==> src/rtl/four_up_counter.sv <==
// Free-running 4-bit up counter with asynchronous active-high clear and terminal-count flag.
// Build option: FOUR_UP_COUNTER_SATURATE_EN holds the count at 4'hF instead of wrapping.
`timescale 1ns/1ps

module four_up_counter (
  input  logic       clock,
  input  logic       clear,
  output logic [3:0] q,
  output logic       tc
);

  localparam int unsigned W = 4;
  localparam logic [W-1:0] MAX_COUNT = '1;

  logic [W-1:0] q_next;

  // Next count: plain increment wraps naturally at 4 bits unless saturation is built in.
  always_comb begin
    q_next = q + W'(1);
`ifdef FOUR_UP_COUNTER_SATURATE_EN
    if (q == MAX_COUNT) begin
      q_next = MAX_COUNT;
    end
`else
    if (q == MAX_COUNT) begin
      q_next = '0;
    end
`endif
  end

  always_ff @(posedge clock or posedge clear) begin
    if (clear) begin
      q <= '0;
    end else begin
      q <= q_next;
    end
  end

  // q is forced to zero during clear, so tc drops with it.
  assign tc = (q == MAX_COUNT);

endmodule

==> config.mk <==
export PLATFORM = sky130hd
export DESIGN_NAME = four_up_counter
export DESIGN_NICKNAME = d
export VERILOG_FILES = /design/src/rtl/four_up_counter.sv
export SDC_FILE = /design/constraint.sdc
export NUM_CORES = 1
export LEC_CHECK = 0
export ABC_AREA = 1
export BUFFER_PORTS_ARGS = -buffer_cell sky130_fd_sc_hd__buf_4
export CAP_MARGIN = 20
export CELL_PAD_IN_SITES_DETAIL_PLACEMENT = 1
export CELL_PAD_IN_SITES_GLOBAL_PLACEMENT = 1
export CORE_AREA = 2 2 39 41
export DETAILED_ROUTE_END_ITERATION = 16
export DIE_AREA = 0 0 41 43
export GPL_TIMING_DRIVEN = 0
export PLACE_DENSITY_LB_ADDON = 0.1
export SETUP_SLACK_MARGIN = 0.3
export SYNTH_ARGS = -nofsm -noshare
export SYNTH_HDL_FRONTEND = slang
export SYNTH_SLANG_ARGS = --single-unit
==> constraint.sdc <==
create_clock -name clock -period 2.47 [get_ports clock]
set_input_delay 0.494 -clock clock [delete_from_list [all_inputs] [get_ports clock]]
set_output_delay 0.494 -clock clock [all_outputs]
set_load 0.005 [all_outputs]
# [Word-level counts from Yosys, hierarchy flattened]
# Cells that the tools add are included.
# W data, S select, Z words.
[word_totals] word_cells=4 ff_bits=4 inputBits=2 output_inout_bits=5
[classes] n_addsub=1 eq_ne=1 mux=1
[ops] operator="$add A4 B1 Y4 const B" count=1
[ops] operator="$eq A4 B4 Y1 const B" count=1
[ops] operator="$mux W4" count=1

# [Depth between registers and ports, before layout]
[logic_depth] word_depth=2 depth_mapped=4 ltp_nobuf=4

# [Worst setup path before layout]
# Ideal clock, no wire load.
[synth_timing] path_type="register to output" startpoint="register q[0]" endpoint="output tc" setup_slack_ps=1181 t_arrival_ps=795 path_stages_with_launch=4 path_cell_list="dfrtp_1 ha_1 nand3_1 inv_1"
[synth_between] elab_chain_len=1
[synth_rtl] element="start, declared" line="8" text="output logic [3:0] q,"
[synth_rtl] element="start signal, assigned" line="35" text="q <= q_next;"
[synth_rtl] element="$eq A4 B4 Y1" line="40" text="assign tc = (q == MAX_COUNT);"
[synth_rtl] element="end, declared" line="9" text="output logic tc"
# Every way passes these cells.

# [Final worst setup path]
# Same ends and word-level chain as after synthesis.

==> flow_results.org <==
** Logic synthesis
- Synthesis produced 18 cells.
- In the synthesized netlist, the cells that appear most often are sky130_fd_sc_hd__inv_1, sky130_fd_sc_hd__dfrtp_1, sky130_fd_sc_hd__nand2_1.
- Summing the areas of all compound-gate instances in the mapped netlist gives 0% of the synthesized area.
- XOR/XNOR Fraction of Synth Area :: 4.965%
- Synth top area share :: 56.74%
- Prevailing post-synth register cell :: sky130_fd_sc_hd__dfrtp_1
- Proportion of synthesized chip area in sequential cells :: 56.74%
- Post-synthesis adder-cell area fraction :: 7.092%
- After synthesis, the largest family of logic cells by area is simple AND/OR/NAND/NOR gates.
- Mapped Area :: 176.4 um^2
- Number of synthesized flops with an enable pin :: 0
- The most common cell in the synthesized netlist is sky130_fd_sc_hd__inv_1.
- The synthesized design spends more area on one cell type than any other, namely sky130_fd_sc_hd__dfrtp_1.
- In the post-synthesis netlist, the biggest area contributors are sky130_fd_sc_hd__dfrtp_1, sky130_fd_sc_hd__inv_1, sky130_fd_sc_hd__ha_1.
- Post-synthesis mux area share :: 0%
- In this run, synthesis produced a sequential element count of 4.
- A synthesized cell averages 9.801 um^2.
- Count of distinct cell types in the synthesized netlist :: 9
- For this run, asynchronously set or reset flops after synthesis account for 100.0%.
- Summing the areas of all and, or, nand and nor instances in the mapped netlist gives 20.57% of the synthesized area.
- Warnings, synthesis :: 0
- The number of nets in the synthesized netlist is 21.

** Pwr
- Maximum vdd drop :: 0.2202 mV
- Design Power :: 152.3 uW
- Leak Pwr :: 0.1619 nW
- In this run the power density over the cells is 577.0 nW/um^2.

** Timing
- Headroom to the max-slew limit came out at 88.20%.
- Final Hold Vio Count :: 0
- Min Clock Period, post-route :: 1.716 ns
- Transition time of the tightest slew-check pin :: 0.1768 ns
- For this run, the top clock speed supported by timing is 582.8 MHz.
- Count of final setup violators :: 0
- Setup total negative slack on the finished layout was measured at 0 ns.
- The worst path uses 69.46% of the clock period.
- Number of pins exceeding their max-slew limit in the final report :: 0
- Once routing completed, OpenROAD measured the worst setup slack at 0.7542 ns.
- Setup repair after global routing left no endpoint under its margin.
- Worst clock skew :: 0.003344 ns

** Floorplan
- In this run the vertical extent of the chip is 43 um.
- Die width :: 41 um
- # rows :: 14
- The floorplan step defined a die boundary enclosing 1763 um^2.
- Number of placed I/O pins :: 7
- The core region is 1384 um^2.
- The initial utilization of the core area, before any placement, comes to 12.75%.

** Status
- The flow ran to the end, and the final reports show no timing, DRC or antenna violations.

** GRT
- Entering global routing, the biggest net connects 5 pins.
- Vias in the first global route :: 152
- The first global-routing pass estimated 669 um of wire.
- The initial antenna violation count was 0.
- GR Overflow Total :: 0
- Tot GR Track Use :: 7.136%

** Place
- Routability Congestion :: 0.6538
- In this run the tool buffered the top-level ports with 6 buffer cells.
- The wire-length estimate of the detail-placed layout is 314.1 um.
- Timing analysis after detailed placement gives a worst setup slack of 0.9874 ns.

** Finish
- Largest registers ranked by flip-flop count :: q x4
- Synth-to-layout area growth :: 49.65%
- After filler insertion, the fill cell instance count of the layout stands at 168.
- Proportion of layout cells with a drive suffix above 1 :: 40.74%
- Diode insertion count for antenna repair :: 0
- In the final design database the tool counted 32 nets.
- Number of flip-flops under the largest register name :: 4
- More flip-flops sit in one register than any other, and that register is q.

** CTS
- For the worst-skew pair, the clock arrives at the later sink with an insertion delay of 0.24 ns.
- Clock tree from TritonCTS :: done
- Gates resized during post-CTS repair numbered 0.
- Number of CTS-inserted buffers :: 3
- CTS Root Cell :: sky130_fd_sc_hd__clkbuf_4
- CTS built an H-tree with a depth of 1.
- The clock drives 4 sinks.
- The clock passes through at most 2 buffers.
- In this run the post-CTS setup repair buffer count came out at 0.
- Number of buffers inserted for hold repair after clock tree synthesis :: 0
- Clock-pin slew was measured on the worst setup and hold paths at 0.04 ns.

** Worst setup path
- Along the worst path, the maximum fanout reaches 4.
- Critical Path Sink Type :: primary output
- The worst setup path is launched from a flop.
- Across all register-to-register paths, the minimum setup slack is 1.45 ns.
- Reg-to-reg endpoint :: q[3]
- Worst reg2reg startpoint :: q[0]
- Required @ worst endpoint :: 1.98 ns
- Depth of the worst register-to-register path :: 4
- The worst setup path is of the reg -> out kind.
- STA puts the critical path data arrival time at 1.22 ns.

** Routing
- Dividing the detail-routed via count by the number of cells gives 3.442.
- Routed wire length :: 422 um
- Summing over every cut layer, the via total after detailed routing is 148.
- In this run the remaining antenna-violating nets after routing total 0.
- Wire length per cell after detailed routing :: 9.814 um
- DRC violation count after routing :: 0
- The first detailed-routing pass took 2 iterations.
- Number of design-rule violations left by the first detailed-router iteration :: 2

** Min path
- The tightest min-delay check is of the in -> async type.

** Flow run
- Number of violations of the max-capacitance limit :: 0
stage by stage:
stage / hold WS, ns / cell area (um^2) / utilization (%) / cells
final: 0.1480 / 264.0 / 19.08 / 43
after CTS: 0.1463 / 264.0 / 19.08 / 43
after detailed placement: 0.4061 / 241.5 / 17.45 / 40
after global routing: 0.1430 / 264.0 / 19.08 / 43
after floorplan: 0.2601 / 176.4 / - / 18
after global placement: 0.3995 / 241.5 / 17.45 / 40
worst max path at each step:
stage | startpoint | to | cells past startpoint
after floorplan | q[0] | tc | 3
after global placement | q[0] | tc | 4
after detailed placement | q[0] | tc | 4
after CTS | q[0] | tc | 4
after global routing | q[0] | tc | 4
final | q[0] | tc | 4
power by group:
group / total (mW) / switching [mW] / leakage [nW] / internal, mW
Sequential: 0.0659 / 0 / 0.0518 / 0.0659
Combinational: 0.00268 / 0.00157 / 0.0963 / 0.00110
Clock: 0.0838 / 0.0293 / 0.0138 / 0.0545
layout make-up:
type	count	area (um^2)	share of cell area [%]
flip-flops and latches	4	100.1	37.91
multi-input cells	9	57.56	21.80
repair buffers	6	45.04	17.06
clock buffers	3	22.52	8.531
well taps	16	20.02	7.583
inverters	5	18.77	7.109
metal layers:
layer,wire length (um),GRT usage [%]
met1,168,6.129
met5,0,0
met4,0,6.000
met3,64,9.424
met2,189,7.813
logic make-up after synthesis:
group	Yosys count
fa+ha+maj	1
flops	4
xor+xnor	1
simple gates	7
buf+inv	5
cells in the final DEF (no fill, tap or decap):
master                     Yosys  final
sky130_fd_sc_hd__xor2_1        1      1
sky130_fd_sc_hd__nand3_2       1      1
sky130_fd_sc_hd__ha_1          1      1
sky130_fd_sc_hd__buf_4         0      6
sky130_fd_sc_hd__clkbuf_4      0      3
sky130_fd_sc_hd__nor2_2        1      1
sky130_fd_sc_hd__dfrtp_1       4      4
sky130_fd_sc_hd__nor2_1        1      1
sky130_fd_sc_hd__nand2_1       3      3
sky130_fd_sc_hd__nand3_1       1      1
sky130_fd_sc_hd__inv_1         5      5
worst max-delay path, cell delays in order (launching register included):
cell and delay (ns):
sky130_fd_sc_hd__dfrtp_1 0.41, sky130_fd_sc_hd__ha_1 0.25, sky130_fd_sc_hd__nand3_1 0.14, sky130_fd_sc_hd__inv_1 0.05, sky130_fd_sc_hd__buf_4 0.13
Power figures use the tool's default switching activity.
